File: config.mk
export PLATFORM = sky130hd
export DESIGN_NAME = csi_packet_rx
export DESIGN_NICKNAME = d
export VERILOG_FILES = /design/src/rtl/csi_rx_pkg.sv /design/src/rtl/csi_byte_aligner.sv /design/src/rtl/csi_packet_rx.sv
export SDC_FILE = /design/constraint.sdc
export NUM_CORES = 1
export LEC_CHECK = 0
export CAP_MARGIN = 20
export CORE_ASPECT_RATIO = 1.5
export CORE_MARGIN = 2
export CORE_UTILIZATION = 55
export CTS_BUF_LIST = sky130_fd_sc_hd__clkbuf_4 sky130_fd_sc_hd__clkbuf_8
export DETAILED_ROUTE_END_ITERATION = 6
export PLACE_DENSITY = 0.85
export SYNTH_ARGS = -nofsm -noshare
export SYNTH_HDL_FRONTEND = slang
export SYNTH_SLANG_ARGS = --single-unit
export TNS_END_PERCENT = 5
File: constraint.sdc
create_clock -name CAM_CLK -period 4.69 [get_ports CAM_CLK]
set_input_delay 0.938 -clock CAM_CLK [delete_from_list [all_inputs] [get_ports CAM_CLK]]
set_output_delay 0.938 -clock CAM_CLK [all_outputs]
set_load 0.1 [all_outputs]
File: src/rtl/csi_rx_pkg.sv
// Shared constants and FSM state type for the CSI-style packet receiver.
package csi_rx_pkg;

    localparam logic [7:0]  DT_FS        = 8'h00;
    localparam logic [7:0]  DT_FE        = 8'h01;
    localparam logic [7:0]  DT_LS        = 8'h40;
    localparam logic [7:0]  DT_PIX       = 8'h54;
    localparam logic [23:0] SYNC_PAT_DEF = 24'h00001D;

    typedef enum logic [2:0] {
        HUNT,
        HEADER,
        WC_LO,
        WC_HI,
        PAYLOAD
    } state_e;

endpackage

File: src/rtl/csi_byte_aligner.sv
// Sync hunt on a LANES-wide bit stream, then byte assembly from consecutive lane words.
module csi_byte_aligner
    import csi_rx_pkg::*;
#(
    parameter int          LANES    = 4,
    parameter logic [23:0] SYNC_PAT = SYNC_PAT_DEF
) (
    input  logic             clk_i,
    input  logic             rst_i,
    input  logic             hunt_i,
    input  logic [LANES-1:0] data_i,
    output logic             sync_hit_o,
    output logic             byte_valid_o,
    output logic [7:0]       byte_o
);

    localparam int WPB = 8 / LANES;
    localparam int CW  = (WPB > 1) ? $clog2(WPB) : 1;
    localparam int AW  = (LANES < 8) ? 8 - LANES : 1;

    logic [23:0]   sr_q;
    logic [23:0]   win;
    logic [AW-1:0] acc_q;
    logic [CW-1:0] cnt_q;

    assign win          = {sr_q[23-LANES:0], data_i};
    assign sync_hit_o   = hunt_i && (win == SYNC_PAT);
    assign byte_valid_o = !hunt_i && (cnt_q == CW'(WPB - 1));

    if (LANES == 8) begin : g_full
        assign byte_o = data_i;
    end else begin : g_part
        assign byte_o = {acc_q, data_i};
    end

    // Outside HUNT the window is held at zero so packet tail bits never seed a false sync.
    always_ff @(posedge clk_i or posedge rst_i) begin
        if (rst_i) begin
            sr_q  <= '0;
            acc_q <= '0;
            cnt_q <= '0;
        end else if (hunt_i) begin
            sr_q  <= win;
            acc_q <= '0;
            cnt_q <= '0;
        end else begin
            sr_q  <= '0;
            acc_q <= byte_o[AW-1:0];
            cnt_q <= byte_valid_o ? '0 : cnt_q + 1'b1;
        end
    end

endmodule

File: src/rtl/csi_packet_rx.sv
// Packet decoder: header/word-count FSM, pixel assembly and line-address generation.
module csi_packet_rx
    import csi_rx_pkg::*;
#(
    parameter int          LANES     = 4,
    parameter int          PIX_BYTES = 2,
    parameter int          ADDR_W    = 10,
    parameter int          MAX_PIX   = 960,
    parameter logic [23:0] SYNC_PAT  = SYNC_PAT_DEF
) (
    input  logic                   CAM_CLK,
    input  logic                   RESET,
    input  logic [LANES-1:0]       CAM_DATA_i,
    output logic                   VSYNC,
    output logic                   FRAME_END,
    output logic                   HSYNC,
    output logic                   PCLK,
    output logic [8*PIX_BYTES-1:0] DATA_OUT,
    output logic [ADDR_W-1:0]      ADDRA,
    output logic                   LINE_END,
    output logic                   ERR
);

    localparam int PW  = 8 * PIX_BYTES;
    localparam int PQW = (PIX_BYTES > 1) ? PW - 8 : 8;

    state_e         state_q;
    logic [7:0]     wc_lo_q;
    logic [15:0]    left_q;
    logic [15:0]    idx_q;
    logic [PQW-1:0] pix_q;
    logic [1:0]     pb_q;
    logic           drop_q;

    logic        sync_hit, bv;
    logic [7:0]  byte_w;
    logic [15:0] wc;
    logic        wc_bad, pix_done, in_range;
    logic [PW-1:0] pix_n;

    csi_byte_aligner #(.LANES(LANES), .SYNC_PAT(SYNC_PAT)) u_align (
        .clk_i        (CAM_CLK),
        .rst_i        (RESET),
        .hunt_i       (state_q == HUNT),
        .data_i       (CAM_DATA_i),
        .sync_hit_o   (sync_hit),
        .byte_valid_o (bv),
        .byte_o       (byte_w)
    );

    if (PIX_BYTES == 1) begin : g_pb1
        assign pix_n = byte_w;
    end else begin : g_pbn
        assign pix_n = {pix_q, byte_w};
    end

    assign wc       = {byte_w, wc_lo_q};
    assign wc_bad   = (wc == 16'd0) || ((wc % 16'(PIX_BYTES)) != 16'd0);
    assign pix_done = (pb_q == 2'(PIX_BYTES - 1));
    assign in_range = 32'(idx_q) < 32'(MAX_PIX);

    always_ff @(posedge CAM_CLK or posedge RESET) begin
        if (RESET) begin
            state_q   <= HUNT;
            wc_lo_q   <= '0;
            left_q    <= '0;
            idx_q     <= '0;
            pix_q     <= '0;
            pb_q      <= '0;
            drop_q    <= 1'b0;
            VSYNC     <= 1'b0;
            FRAME_END <= 1'b0;
            HSYNC     <= 1'b0;
            PCLK      <= 1'b0;
            DATA_OUT  <= '0;
            ADDRA     <= '0;
            LINE_END  <= 1'b0;
            ERR       <= 1'b0;
        end else begin
            VSYNC     <= 1'b0;
            FRAME_END <= 1'b0;
            HSYNC     <= 1'b0;
            PCLK      <= 1'b0;
            LINE_END  <= 1'b0;
            ERR       <= 1'b0;
            case (state_q)
                HUNT: if (sync_hit) state_q <= HEADER;
                HEADER: if (bv) begin
                    state_q <= HUNT;
                    case (byte_w)
                        DT_FS:   begin VSYNC <= 1'b1; ADDRA <= '0; end
                        DT_FE:   FRAME_END <= 1'b1;
                        DT_LS:   begin HSYNC <= 1'b1; ADDRA <= '0; end
                        DT_PIX:  state_q <= WC_LO;
                        default: ERR <= 1'b1;
                    endcase
                end
                WC_LO: if (bv) begin
                    wc_lo_q <= byte_w;
                    state_q <= WC_HI;
                end
                WC_HI: if (bv) begin
                    if (wc_bad) begin
                        ERR     <= 1'b1;
                        state_q <= HUNT;
                    end else begin
                        left_q  <= wc;
                        idx_q   <= '0;
                        pb_q    <= '0;
                        drop_q  <= 1'b0;
                        state_q <= PAYLOAD;
                    end
                end
                PAYLOAD: if (bv) begin
                    pix_q  <= pix_n[PQW-1:0];
                    left_q <= left_q - 16'd1;
                    if (pix_done) begin
                        pb_q <= '0;
                        if (in_range) begin
                            PCLK     <= 1'b1;
                            DATA_OUT <= pix_n;
                            ADDRA    <= idx_q[ADDR_W-1:0];
                        end else if (!drop_q) begin
                            // Only the first overflow pixel of a packet is flagged.
                            ERR    <= 1'b1;
                            drop_q <= 1'b1;
                        end
                        if (idx_q != 16'hFFFF) idx_q <= idx_q + 16'd1;
                    end else begin
                        pb_q <= pb_q + 2'd1;
                    end
                    if (left_q == 16'd1) begin
                        LINE_END <= 1'b1;
                        state_q  <= HUNT;
                    end
                end
                default: state_q <= HUNT;
            endcase
        end
    end

endmodule
# --- Word level (Yosys, flattened, before mapping) ---
# Cells that the tools add are included.
totals:
  ff_bits: 111
  in_bits: 6
  out_inout_bits: 32
classes:
  add_sub_neg: 4
  n_lt_le_gt_ge: 1
  eq_ne: 23
  n_mux: 65
  n_reduce_logical: 19
ops:
  columns: ["cell", "count"]
  rows:
  - ["$mux 16", 8]
  - ["$pmux 16 s2", 2]
  - ["$mux 10", 5]
  - ["$mux 1", 31]
  - ["$eq 24x5->1 const B", 1]
  - ["$reduce_and 6->1", 4]
  - ["$mux 3", 7]
  - ["$mux 20", 1]
  - ["$pmux 10 s2", 1]
  - ["$add 16x1->16 const B", 1]
  - ["$eq 16x1->1 const B", 1]
  - ["$eq 8x7->1 const B", 2]
  - ["$logic_not 16->1", 1]
  - ["$lt 16x10->1 const B", 1]
  - ["$ne 16x16->1 const B", 1]
  - ["$ne 2x2->1 const B", 8]
  - ["$sub 16x1->16 const B", 1]
  - ["$pmux 3 s5", 1]
  - ["$mux 2", 5]
  - ["$eq 8x1->1 const B", 1]
  - ["$logic_not 8->1", 1]
  - ["$ne 2x1->1 const B", 4]
  - ["$reduce_and 4->1", 2]
  - ["$eq 3x2->1 const B", 2]
  - ["other kinds (17)", 20]

# --- Longest topological paths before layout ---
depth:
  depth_word: 5
  ltp_mapped: 7
  mapped_depth_nobuf: 6

# --- Hierarchy ---
# From an unflattened synthesis, not the netlist that was laid out.
hier_totals:
  cells_unflattened: 469
  area_unflattened_um2: 5313.8
modules_own_cells:
  columns: ["module", "instances", "cells_per_inst", "area_per_inst_um2", "seq_area_each_um2"]
  rows:
  - ["csi_packet_rx", 1, 402, 4399.2, 2152.1]
  - ["csi_byte_aligner", 1, 67, 914.6, 625.6]

# --- Worst setup path before layout ---
# OpenSTA, ideal clock, no wires.
synth_timing:
  path_kind: "in2reg"
  from: "input port CAM_DATA_i[3]"
  to: "register ADDRA[1]"
  setup_time_ns: 0.125
  arrival_ns: 2.916
  setup_slack_ns: 1.649
  cell_stages: 5
  cell_sequence: "or4_4 -> or4_1 -> buf_2 -> a221oi_4 -> mux2_2"
synth_via:
  elab_chain_cells: 4
  elab_cells_between_ends: 5
  classes_between: "eq/ne: 2; reduce/logical: 3"
synth_rtl:
  columns: ["element", "line_no", "text"]
  rows:
  - ["from (decl)", "csi_packet_rx.sv:13", "input logic [LANES-1:0] CAM_DATA_i,"]
  - ["$eq 8x7->1 or $logic_not 8->1 (tied branches)", "csi_packet_rx.sv:90", "case (byte_w)"]
  - ["$reduce_or 2->1 (no line) (*)", null, null]
  - ["$ne 2x2->1 (no line) (*)", null, null]
  - ["$reduce_and 6->1 (no line) (*)", null, null]
  - ["to (signal assigned)", "csi_packet_rx.sv:122", "ADDRA <= idx_q[ADDR_W-1:0];"]
  - ["to (decl)", "csi_packet_rx.sv:19", "output logic [ADDR_W-1:0] ADDRA,"]
# Mark *: on every way between the ends. The rest lies on a longest branch, timed or not.
# A chain may end at the register's enable or synchronous reset.

# --- Final worst setup path ---
layout_timing:
  from: "input port CAM_DATA_i[3]"
  to: "register ADDRA[2]"
# Same word-level chain as after synthesis.

==> summary.txt <==
Status: complete, no violations
Clock Tree Buf Depth: 2
Max-Slew Margin vs Limit: 0.340
Crit path max-delay family: simple AND/OR/NAND/NOR gates
Number of synthesized flops with an enable pin: 0
Tightest Pin Transition: 0.987 ns
Clock slew at reported path FFs: 0.11 ns
Diode count: 0
LEAKAGE: 2.57 nW
PnR worst setup slack: 1.13 ns
Dpl ws: 0.735 ns
Final Hold Viols: 0
DRC errors left: 0
Die extent in x: 82.5 µm
Htree depth: 3
I/O pins: 38
Met3 WL post-DR: 524 µm
Total global routing overflow: 0
Hold WC Path Type: flip-flop to flip-flop
Yosys warnings: 0
Worst path cell trace: clkdlybuf4s50_1 -> or4_4 -> or4_1 -> a221oi_4 -> mux2_2
Final ANT Viol Nets: 0
Max Cap Viol: 0
Peak supply drop: 0.000247 V
Mapped Avg Cell Area: 10.7 µm²
DR iter-0 viols: 303
R2R Path Start: state_q[1]
Initial antenna violation count: 0
Most common cell after layout, fill and taps aside: dfrtp_1
Synth Cell Area: 5080 µm²
Biggest fanout along the worst timing path: 10
Clock Latency Late Sink: 0.38 ns
Die Y: 122 µm
Switching portion of total power: 0.235
I/O Buffers: 37
Sum of negative setup slack: 0 ns
P_sw: 388 µW
Sequential area share after synthesis: 0.547
First-pass GRT wire length: 17900 µm
CP required: 4.96 ns
Post-CTS Resized: 0
Post-synthesis mux area share: 0.0985
Vias: 3814
Initial Utilization: 0.559
Max layer used: met4
Gr usage total: 0.233
Slowest-stage cell, CP: a221oi_4
Clock Sinks: 111
F_max: 281 MHz
Pre-Repair DR Iteration Count: 5
Root Buffer: clkbuf_8
Unrepaired setup endpoints after global routing: false
Max incr delay on CP: 0.67 ns
Cts hold-fix bufs: 0
Period utilization: 0.759
Post-DP HPWL: 7430 µm
M1 WL: 4370 µm
Met2 routed WL: 5690 µm
CP bufs+invs: 1
Final WL: 10900 µm
Comb power frac: 0.036
Vias per std cell: 6.15
Vias in the first global route: 3803
Synth Area in Simple Gates: 0.165
Skew final: 0.0103 ns
Synth Area in Compound Gates: 0.144
Placement Cell Area: 5540 µm²
Post-synthesis async set-or-reset flop share: 1.00
Pin count of the biggest net entering global routing: 70
Element type at the critical path end: flip-flop
Crit path from: CAM_DATA_i[3]
PwrDens: 288 nW/µm²
Setup bufs post-CTS: 0
CP startpoint kind: primary input
CTS buffer count: 9
Crit Path Class: primary input to flip-flop
Core ar.: 9090 µm²
Adder-cell share of the synthesized area: 0.00739
Worst EP arrival: 3.83 ns
Largest family of logic cells by synthesized area: simple AND/OR/NAND/NOR gates
Most frequent cells in the layout: 111 x dfrtp_1, 43 x nor2_1, 40 x mux2_2
Seq pwr share: 0.608
Count of pins over their slew limit: 0
NumNets Final: 512
P_int: 1.27 mW
Setup-failing EPs final: 0
Num rows: 43
GP Congestion: 0.827
Fin util: 0.632
WL per Instance: 17.5 µm
Period minus WS final: 3.56 ns
Die area: 10000 µm²
Post-synth net total: 484
Final cell count without fillers: 620
Yosys reg bits: 111
Post-synth cell types: 54
Ys flop type: dfrtp_1
Mapped Cells: 475
Layout cells sized above 1: 0.138
Area growth syn-to-layout: 13.1%
Synth Area in XOR/XNOR: 0.00172
Post-Place Cells: 604
Clk network pwr share: 0.356
CTS tree: yes
Hold_sp: u_align.sr_q[6]
Fin area: 5740 µm²
[final timing paths]
check / slack [ns] / to / cells after the start
max in group asynchronous: 2.80 / idx_q[0] / 3
max: 1.13 / ADDRA[2] / 5
min in group asynchronous: 1.06 / pix_q[4] / 2
min: 0.50 / u_align.sr_q[10] / 1
min reg2reg: 0.50 / u_align.sr_q[10] / 1
max reg2reg: 1.53 / ADDRA[2] / 5
[per-layer routing]
metal  vias up  GRT usage
met5         -          0
met4         0      0.106
met3        23     0.0415
met2       140      0.385
met1      1875      0.291
li1       1776          -
[worst register-to-register path, delay by kind of cell (launching register included)]
family	cells	cell delay [ns]
flops	1	0.51
compound gates	1	0.86
buf+inv	1	0.32
mux	1	0.41
simple gates	2	0.95
[stage by stage]
step / total power [mW] / hold slack [ns]
finish: 1.65 / 0.503
CTS: 1.67 / 0.497
floorplan: 1.06 / 0.444
global route: 1.72 / 0.510
global placement: 1.08 / 0.458
detailed placement: 1.09 / 0.474
[cells by family (layout without fill, tap and decap cells)]
group | after synthesis | count (layout)
and+or+nand+nor | 160 | 160
DFF | 111 | 111
AOI/OAI and AO/OA | 108 | 108
buffers and inverters | 47 | 80
muxes | 45 | 45
adders and majority gates | 3 | 3
xor gates and xnor gates | 1 | 1
[registers in the layout, summed over array words and instances (netlist names)]
register and cells:
PCLK 1, FRAME_END 1, pb_q 2, drop_q 1
pix_q 8, ERR 1, u_align.sr_q 20, state_q 3
u_align.acc_q 4, VSYNC 1, idx_q 16, u_align.cnt_q 1
wc_lo_q 8, DATA_OUT 16, HSYNC 1, left_q 16
LINE_END 1, ADDRA 10
[cell type report]
type	instances	area [µm²]
clock buffer	9	124
clock inverter	7	82.6
fill	708	3350
inverter	20	77.6
multi-input combinational	317	2120
sequential	111	2780
tap	112	140
timing repair buffer	44	423
[synth_stat cells, types with 4 or more instances]
cell	instances	area, µm²
nand4_1	7	43.8
o21ai_0	27	135
nor4_1	12	75.1
nor3_1	10	50.1
or4_1	4	30.0
inv_1	20	75.1
nand3_1	12	60.1
mux2i_1	5	50.1
clkbuf_1	20	75.1
mux2_2	40	450
nor2b_1	5	31.3
and2_1	21	131
dfrtp_1	111	2780
nand2_1	25	93.8
and3_1	7	43.8
a21oi_1	22	110
nor2_1	43	161
a31oi_1	5	31.3
buf_2	6	30.0
o22ai_1	16	100
a22oi_1	6	45.0
[power groups by stage]
stage,Sequential (mW),Combinational [mW],Clock [mW]
after detailed placement,1.03,0.0607,0
after CTS,1.01,0.0612,0.601
after global placement,1.02,0.0564,0
after global routing,1.01,0.0672,0.645
final,1.01,0.0594,0.588
after floorplan,1.02,0.0411,0
Power figures use the tool's default switching activity.
